===== config.mk =====
export PLATFORM = sky130hd
export DESIGN_NAME = board_renderer
export DESIGN_NICKNAME = d
export VERILOG_FILES = /design/src/rtl/game2048_pkg.sv /design/src/rtl/board_renderer_rect_scanner.sv /design/src/rtl/board_renderer.sv
export SDC_FILE = /design/constraint.sdc
export NUM_CORES = 1
export LEC_CHECK = 0
export CAP_MARGIN = 20
export CORE_MARGIN = 3
export CORE_UTILIZATION = 54
export CTS_CLUSTER_SIZE = 20
export DETAILED_ROUTE_END_ITERATION = 10
export DONT_BUFFER_PORTS = 1
export HOLD_SLACK_MARGIN = 0.05
export PLACE_DENSITY = 0.67
export SETUP_SLACK_MARGIN = 0.5
export SYNTH_ARGS = -nofsm -noshare
export SYNTH_HDL_FRONTEND = slang
export SYNTH_SLANG_ARGS = --single-unit

===== constraint.sdc =====
create_clock -name clock -period 9.08 [get_ports clock]
set_clock_uncertainty 0.2 [all_clocks]
set_input_delay 0.908 -clock clock [delete_from_list [all_inputs] [get_ports clock]]
set_output_delay 0.908 -clock clock [all_outputs]
set_load 0.005 [all_outputs]

===== src/rtl/game2048_pkg.sv =====
// Shared constants, FSM state type and tile-code colour mapping for the
// 2048 board bus readers and writers.
package game2048_pkg;

  localparam int NUM_BOXES = 16;
  localparam int BOX_W     = 4;
  localparam int SCREEN_W  = 160;
  localparam int SCREEN_H  = 120;
  localparam int COLOUR_W  = 3;

  localparam logic [7:0] X0    = 8'd22;
  localparam logic [7:0] Y0    = 8'd2;
  localparam logic [7:0] TILE  = 8'd24;
  localparam logic [7:0] GAP   = 8'd4;
  localparam logic [7:0] PITCH = TILE + GAP;
  localparam logic [7:0] BOARD_SPAN = (8'd4 * TILE) + (8'd5 * GAP);

  localparam logic [COLOUR_W-1:0] EMPTY_COLOUR = 3'b001;
  localparam logic [COLOUR_W-1:0] GRID_COLOUR  = 3'b000;

  typedef enum logic [2:0] {
    IDLE       = 3'd0,
    GRID       = 3'd1,
    TILE_SETUP = 3'd2,
    TILE_DRAW  = 3'd3,
    NEXT_TILE  = 3'd4,
    FINISH     = 3'd5
  } state_t;

  // Codes whose low three bits are zero (8 and up) would otherwise alias black.
  function automatic logic [COLOUR_W-1:0] tile_colour(input logic [BOX_W-1:0] k);
    logic [COLOUR_W-1:0] c;
    if (k == 4'd0) begin
      c = EMPTY_COLOUR;
    end else if (k[2:0] == 3'd0) begin
      c = 3'b111;
    end else begin
      c = k[2:0];
    end
    return c;
  endfunction

endpackage


===== src/rtl/board_renderer_rect_scanner.sv =====
// Raster scanner: after a start pulse, walks a width x height rectangle
// row-major from its origin, one coordinate per cycle, flagging the last one.
module rect_scanner (
  input  logic       clock,
  input  logic       reset_n,
  input  logic       start,
  input  logic [7:0] org_x,
  input  logic [7:0] org_y,
  input  logic [7:0] width,
  input  logic [7:0] height,
  output logic [7:0] x,
  output logic [6:0] y,
  output logic       plot,
  output logic       last
);

  logic       active_r;
  logic [7:0] px_r;
  logic [7:0] py_r;
  logic [7:0] y_full_s;
  logic       row_end_s;

  assign row_end_s = (px_r == (width - 8'd1));
  assign y_full_s  = org_y + py_r;
  assign x         = org_x + px_r;
  assign y         = y_full_s[6:0];
  assign plot      = active_r;
  assign last      = active_r && row_end_s && (py_r == (height - 8'd1));

  // Position counters; px runs fastest, scan stops itself after the last pixel.
  always_ff @(posedge clock) begin
    if (!reset_n) begin
      active_r <= 1'b0;
      px_r     <= 8'd0;
      py_r     <= 8'd0;
    end else if (start) begin
      active_r <= 1'b1;
      px_r     <= 8'd0;
      py_r     <= 8'd0;
    end else if (active_r) begin
      if (last) begin
        active_r <= 1'b0;
        px_r     <= 8'd0;
        py_r     <= 8'd0;
      end else if (row_end_s) begin
        px_r <= 8'd0;
        py_r <= py_r + 8'd1;
      end else begin
        px_r <= px_r + 8'd1;
      end
    end else begin
      active_r <= 1'b0;
    end
  end

endmodule


===== src/rtl/board_renderer.sv =====
// Snapshots the 64-bit board bus on draw_req and plots its 4x4 tiles to the
// VGA adapter one pixel per cycle. RENDER_GRID_EN adds a background fill pass.
module board_renderer
  import game2048_pkg::*;
(
  input  logic                clock,
  input  logic                reset_n,
  input  logic                draw_req,
  input  logic [63:0]         board,
  output logic [7:0]          x,
  output logic [6:0]          y,
  output logic [COLOUR_W-1:0] colour,
  output logic                plot,
  output logic                busy,
  output logic                done
);

  state_t state_r, state_s;

  logic [63:0]         snap_r;
  logic [3:0]          tile_r;
  logic [COLOUR_W-1:0] tile_col_r;
  logic [5:0]          code_top_s;
  logic [BOX_W-1:0]    code_s;
  logic                accept_s, start_s, plot_s;
  logic [COLOUR_W-1:0] colour_s;
  logic [7:0]          org_x_s, org_y_s, span_w_s, span_h_s;
  logic [7:0]          scan_x_s;
  logic [6:0]          scan_y_s;
  logic                scan_plot_s, scan_last_s;

  assign accept_s   = (state_r == IDLE) && draw_req;
  assign code_top_s = 6'd63 - {tile_r, 2'b00};
  assign code_s     = snap_r[code_top_s -: BOX_W];

`ifdef RENDER_GRID_EN
  logic grid_tail_r;

  // Holds GRID for one blank cycle after the background scan completes.
  always_ff @(posedge clock) begin
    if (!reset_n) begin
      grid_tail_r <= 1'b0;
    end else if ((state_r == GRID) && scan_last_s) begin
      grid_tail_r <= 1'b1;
    end else if (state_r != GRID) begin
      grid_tail_r <= 1'b0;
    end else begin
      grid_tail_r <= grid_tail_r;
    end
  end
`endif

  // Scanner geometry: whole board for the background pass, else the current tile.
  always_comb begin
    org_x_s  = X0 + GAP + ({6'd0, tile_r[1:0]} * PITCH);
    org_y_s  = Y0 + GAP + ({6'd0, tile_r[3:2]} * PITCH);
    span_w_s = TILE;
    span_h_s = TILE;
    start_s  = (state_r == TILE_SETUP);
    plot_s   = scan_plot_s && (state_r == TILE_DRAW);
    colour_s = tile_col_r;
`ifdef RENDER_GRID_EN
    if ((state_r == IDLE) || (state_r == GRID)) begin
      org_x_s  = X0;
      org_y_s  = Y0;
      span_w_s = BOARD_SPAN;
      span_h_s = BOARD_SPAN;
      colour_s = GRID_COLOUR;
    end else begin
      colour_s = tile_col_r;
    end
    start_s = start_s || accept_s;
    plot_s  = scan_plot_s && ((state_r == TILE_DRAW) || (state_r == GRID));
`endif
  end

  rect_scanner u_scanner (
    .clock   (clock),
    .reset_n (reset_n),
    .start   (start_s),
    .org_x   (org_x_s),
    .org_y   (org_y_s),
    .width   (span_w_s),
    .height  (span_h_s),
    .x       (scan_x_s),
    .y       (scan_y_s),
    .plot    (scan_plot_s),
    .last    (scan_last_s)
  );

  // Next-state logic.
  always_comb begin
    state_s = state_r;
    case (state_r)
      IDLE: begin
        if (accept_s) begin
`ifdef RENDER_GRID_EN
          state_s = GRID;
`else
          state_s = TILE_SETUP;
`endif
        end else begin
          state_s = IDLE;
        end
      end
`ifdef RENDER_GRID_EN
      GRID: begin
        if (grid_tail_r) begin
          state_s = TILE_SETUP;
        end else begin
          state_s = GRID;
        end
      end
`endif
      TILE_SETUP: state_s = TILE_DRAW;
      TILE_DRAW: begin
        if (scan_last_s) begin
          state_s = NEXT_TILE;
        end else begin
          state_s = TILE_DRAW;
        end
      end
      NEXT_TILE: begin
        if (tile_r == 4'(NUM_BOXES - 1)) begin
          state_s = FINISH;
        end else begin
          state_s = TILE_SETUP;
        end
      end
      FINISH:  state_s = IDLE;
      default: state_s = IDLE;
    endcase
  end

  // State register.
  always_ff @(posedge clock) begin
    if (!reset_n) begin
      state_r <= IDLE;
    end else begin
      state_r <= state_s;
    end
  end

  // Board snapshot, tile index and per-tile colour.
  always_ff @(posedge clock) begin
    if (!reset_n) begin
      snap_r     <= 64'd0;
      tile_r     <= 4'd0;
      tile_col_r <= 3'd0;
    end else begin
      if (accept_s) begin
        snap_r <= board;
        tile_r <= 4'd0;
      end else if (state_r == NEXT_TILE) begin
        tile_r <= tile_r + 4'd1;
      end else begin
        tile_r <= tile_r;
      end
      if (state_r == TILE_SETUP) begin
        tile_col_r <= tile_colour(code_s);
      end else begin
        tile_col_r <= tile_col_r;
      end
    end
  end

  // Registered pixel and handshake outputs; done/busy track entry into FINISH.
  always_ff @(posedge clock) begin
    if (!reset_n) begin
      x      <= 8'd0;
      y      <= 7'd0;
      colour <= 3'd0;
      plot   <= 1'b0;
      busy   <= 1'b0;
      done   <= 1'b0;
    end else begin
      plot   <= plot_s;
      x      <= plot_s ? scan_x_s : 8'd0;
      y      <= plot_s ? scan_y_s : 7'd0;
      colour <= plot_s ? colour_s : 3'd0;
      done   <= (state_s == FINISH);
      if (accept_s) begin
        busy <= 1'b1;
      end else if (state_s == FINISH) begin
        busy <= 1'b0;
      end else begin
        busy <= busy;
      end
    end
  end

endmodule

---- Word-level counts from Yosys, hierarchy flattened ----
Index checks and enable logic that the tools add are counted.
cells by class
  $add $sub $neg .......................... 8
  $mul .................................... 2
  equality and inequality tests ........... 7
  shift operators ......................... 1
  muxes and demuxes ....................... 15
  bitwise operators ....................... 1
  reductions and logical operators ........ 13
operators by type and width
  operator               count
  $shiftx A67 B7 Y4      1
  $mux W8                4
  $add A8 B1 Y8 const B  2
  $eq A8 B5 Y1 const B   2
  $mux W3                4
  $pmux W3 S4            1
  $mul A2 B3 Y5 const B  2
  $add A5 B7 Y8 const A  1
  $add A8 B8 Y8          1
  $add A3 B7 Y7 const A  1
  $add A7 B7 Y7          1
  $eq A3 B2 Y1 const B   2
  $eq A3 B3 Y1 const B   2
  $logic_not A3 Y1       2
  $sub A6 B6 Y6 const A  1
  $mux W1                5
  $add A4 B1 Y4 const B  1
  $eq A4 B4 Y1 const B   1
  $logic_and A1 B1 Y1    4
  $logic_not A4 Y1       1
  $reduce_and A2 Y1      2
  $reduce_bool A2 Y1     2
  $reduce_or A2 Y1       2
  $mux W2                1
  $not A1 Y1             1
word-level totals
  register bits ........................... 112
  input port bits ......................... 67
  output and inout port bits .............. 21

---- Longest topological paths before layout ----
  depth in word-level cells ............... 8
  depth in mapped cells ................... 15

---- By module ----
From an unflattened synthesis, not the netlist that was laid out.
unflattened totals
  cell total of the unflattened synthesis .. 659
  area total of the unflattened synthesis .. 5,661.7 sq um
modules (own cells, without submodules)
  module          times used  cells an instance  area each (sq um)  sequential area each (sq um)
  board_renderer  1           437                3,880.0            1,901.8
  rect_scanner    1           222                1,781.7            340.3

---- Worst setup path before layout ----
No wires, ideal clock.
  path kind ............................... reg2reg
  from .................................... reg tile_r[0]
  to ...................................... reg x[7]
  setup time .............................. 0.128 ns
  data arrival time ....................... 2.626 ns
  required time ........................... 8.752 ns
  slack ................................... 6.126 ns
  stages on the path, launching flop included .. 16
  path buffers ............................ 3
  clock period less this slack ............ 2.954 ns
  path through ............................ dfxtp_1 -> buf_4 -> buf_4 -> buf_6 -> inv_1 -> ha_1 -> inv_1 -> ha_1 -> inv_1 -> ha_1 -> a21o_1 -> a21oi_1 -> o21bai_1 -> a21oi_1 -> xnor2_1 -> nor2_1
on the way
  word-level cells in the longest chain between the ends .. 3
RTL lines
  element                 line                               RTL
  from (decl)             board_renderer.sv:21               logic [3:0] tile_r;
  from (signal assigned)  board_renderer.sv:155              tile_r <= tile_r + 4'd1;
  from (signal assigned)  board_renderer.sv:157              tile_r <= tile_r;
  $mul A2 B3 Y5           board_renderer.sv:55               org_x_s = X0 + GAP + ({6'd0, tile_r[1:0]} * PITCH);
  $add A5 B7 Y8           board_renderer.sv:55
  $add A8 B8 Y8           board_renderer_rect_scanner.sv:25  assign x = org_x + px_r;
  to (signal assigned)    board_renderer.sv:178              x <= plot_s ? scan_x_s : 8'd0;
  to (decl)               board_renderer.sv:10               output logic [7:0] x,
Every way passes these cells.
A chain may end at the register's enable or synchronous reset.

---- Worst setup path after layout ----
  from .................................... reg tile_r[1]
  to ...................................... reg x[7]
Same word-level chain as after synthesis.

==> implementation parameters <==
Parameter                              Value

Clock network
  Max H-tree Level    3
  CTS Buf Count    9
  Clock tree from TritonCTS    built
  Buffer cell driving the clock tree root    sky130_fd_sc_hd__clkbuf_8
  Buffers from clock root to sink, at most    2
  Clock latency on the worst-skew pair    0.36 ns
  Number of post-CTS setup repair buffers    0
  Number of buffers added to fix hold violations after cts    0
  Clock slew at reported path FFs    0.10 ns
  Gates resized, CTS repair    0
  Number of clock sinks seen by CTS    112

Final layout
  # diodes    0
  Ratio of cells with drive above 1 in the final layout    6.98%
  Area Growth Syn to Fin    5.16%
  Final net count    651

Timing
  Max Clk Rate    0.314 GHz
  Period minus WS final    3.18 ns
  Slew Viols, Final    0
  Worst setup slack after layout    5.90 ns
  Number of hold-slack violations in the final timing report    0
  Relative slew slack    45.5%
  Post-Route Setup TNS    0 ns
  Actual slew at the worst max-slew pin    0.815 ns
  Unrepaired setup endpoints after global routing    no
  Final Cycle Share    35.0%
  Total setup violations reported at the end of the flow    0

Detailed routing
  Highest layer used for signal routing    met4
  Number of design rule violations left after detail routing    0
  Routed WL    10200 um
  1st-pass router iterations    6
  Iteration-0 DRC count of the detailed router    170
  Number of vias in the routed layout    3636
  Post-DR wirelength/cell    14.8 um
  Amount of wire on met3 after detailed routing    602 um
  Met1 Wirelength    4650 um
  Antenna Violating Nets Remaining    0
  Number of vias per cell    5.28
  Met2 WL post-DR    4840 um

Logic synthesis
  Count of flip-flops with a built-in enable after synthesis    0
  Sequential area share after synthesis    43.4%
  Count of cell types in the netlist    44
  Total number of yosys warnings    0
  Most repeated cell in the gate-level netlist after synthesis    sky130_fd_sc_hd__nand2_1
  Async set-or-reset flop fraction in the synthesized netlist    0%
  Largest cells by area after synthesis    sky130_fd_sc_hd__dfxtp_1, sky130_fd_sc_hd__nand2_1, sky130_fd_sc_hd__a21boi_0
  Mapped Nets    667
  Post-synth design cell area    5170 um2
  Gate count after technology mapping    571
  Synth cell count leaders    sky130_fd_sc_hd__nand2_1, sky130_fd_sc_hd__dfxtp_1, sky130_fd_sc_hd__a21boi_0
  Area share of the leading cell type in the synthesized netlist    43.4%
  Flip-flop and latch count after synthesis    112
  Mean cell area of the mapped netlist    9.05 um2
  Post-synth top flop    sky130_fd_sc_hd__dfxtp_1
  Cell type contributing the most total cell area after synthesis    sky130_fd_sc_hd__dfxtp_1

Hold path
  Tightest Hold Check Type    reg -> reg
  End of the worst hold path    snap_r[47]
  Instance count along the most critical hold path    2
  Hold wc startpoint    snap_r[47]

Floorplan
  # rows    35
  Die Y    104 um
  Die Footprint    10800 um2
  Core area    9280 um2
  Initial core utilization    55.6%
  # IOs    88
  Die Span X    104 um

Pwr
  Leakage power    2.09 nW
  Worst VDD drop    85.0 uV
  Pwr/cell area    161 nW/um2
  Total power draw    0.874 mW

Run status
  Status    completed

Critical path
  Worst reg2reg path startpoint    tile_r[1]
  Maximum fanout along the worst path    17
  Endpoint class of the critical path    flop
  Kind of start point of the critical path    flop
  Reg2Reg Depth    12
  Register-to-register setup slack    5.90 ns
  Required time at the endpoint of the critical path    9.13 ns
  Crit Path Category    reg -> reg
  Data arrival time of the critical path    3.23 ns
  Worst flop-to-flop path endpoint    x[7]

Placement
  Post-DP HPWL    7310 um
  Input/output buffers    0
  Minimum setup slack after placement    5.89 ns
  Final GP Congestion    0.843

Flow run
  Count of max-cap constraint violations    0

GRT
  Total gr overflow    0
  Antenna violations before repair    0
  Largest net degree at the start of global routing    78
  Vias in the first global route    3543
  All-layer global routing usage    19.5%
  Global-route wire length before repair    17200 um
-- power by group --
| part | total, mW | switching (mW) | internal (mW) | leakage (nW) |
|---|---|---|---|---|
| clock | 0.290 | 0.164 | 0.127 | 0.0883 |
| combinational | 0.0605 | 0.0336 | 0.0269 | 1.08 |
| sequential | 0.523 | 0.0120 | 0.511 | 0.913 |
-- critical path, cell delays in order, from the launching register on --
cell and delay, ns:
sky130_fd_sc_hd__dfxtp_1 0.83, sky130_fd_sc_hd__inv_1 0.15, sky130_fd_sc_hd__ha_1 0.33, sky130_fd_sc_hd__inv_1 0.05, sky130_fd_sc_hd__ha_1 0.33, sky130_fd_sc_hd__inv_1 0.06
sky130_fd_sc_hd__ha_1 0.29, sky130_fd_sc_hd__a21o_1 0.18, sky130_fd_sc_hd__a21oi_1 0.22, sky130_fd_sc_hd__o21bai_1 0.09, sky130_fd_sc_hd__a21oi_1 0.17, sky130_fd_sc_hd__xnor2_1 0.13
sky130_fd_sc_hd__nor2_1 0.05
-- worst max path at each step --
stage                         start    to  slack [ns]  cells after the start
after floorplan           tile_r[0]  x[7]        6.13                     15
after global placement    tile_r[1]  x[7]        5.96                     12
after detailed placement  tile_r[1]  x[7]        5.89                     12
after CTS                 tile_r[1]  x[7]        5.87                     12
after global routing      tile_r[1]  x[7]        5.61                     12
final                     tile_r[1]  x[7]        5.90                     12
-- sequential cells by signal, indices dropped and copies added (netlist names) --
| signal | count |
|---|---|
| done | 1 |
| y | 7 |
| x | 8 |
| colour | 3 |
| snap_r | 64 |
| plot | 1 |
| colour_s | 3 |
| u_scanner.py_r | 8 |
| tile_r | 4 |
| busy | 1 |
| u_scanner.plot | 1 |
| state_r | 3 |
| u_scanner.px_r | 8 |
-- kinds of logic (layout without fill, tap and decap cells) --
group           Yosys count  in the layout  share of synthesized area [%]
xor+xnor                 26             26                           4.41
simple gates            222            222                           18.7
buf+inv                  54             42                           4.26
flops                   112            112                           43.4
fa+ha+maj                29             29                           7.31
mux                      25             25                           7.51
compound gates          103            103                           14.4
-- per-layer routing --
metal | vias to the layer above | GRT usage, %
met2 | 98 | 32.0
met3 | 6 | 4.67
met4 | 0 | 5.70
met1 | 1671 | 25.5
met5 | - | 0
li1 | 1861 | -
-- area by class of cell --
| cell class | instances | area [um2] |
|---|---|---|
| Sequential cell | 112 | 2240 |
| Multi-Input combinational cell | 405 | 2710 |
| Clock buffer | 10 | 128 |
| Fill cell | 872 | 3850 |
| Inverter | 23 | 86.3 |
| Clock inverter | 5 | 58.8 |
| Timing Repair Buffer | 4 | 46.3 |
| Tap cell | 129 | 161 |
-- cell usage in the layout (no fill, tap or decap), drive strengths merged, types with 9 or more instances in the layout --
cell    count
dfxtp     112
xnor2      15
ha         27
mux2i      14
nor2       37
xor2       11
a21oi      13
clkbuf     10
nand2     140
mux4       11
inv        22
a21boi     65
and2        9
-- stage by stage --
stage	std cells	util, %	area [um2]	hold slack [ns]
floorplan	571	-	5170	0.224
global placement	671	56.2	5220	0.248
detailed placement	672	56.3	5230	0.253
CTS	687	58.3	5410	0.268
global route	688	58.5	5430	0.292
finish	688	58.5	5430	0.266
(Power assumes the default switching activity.)
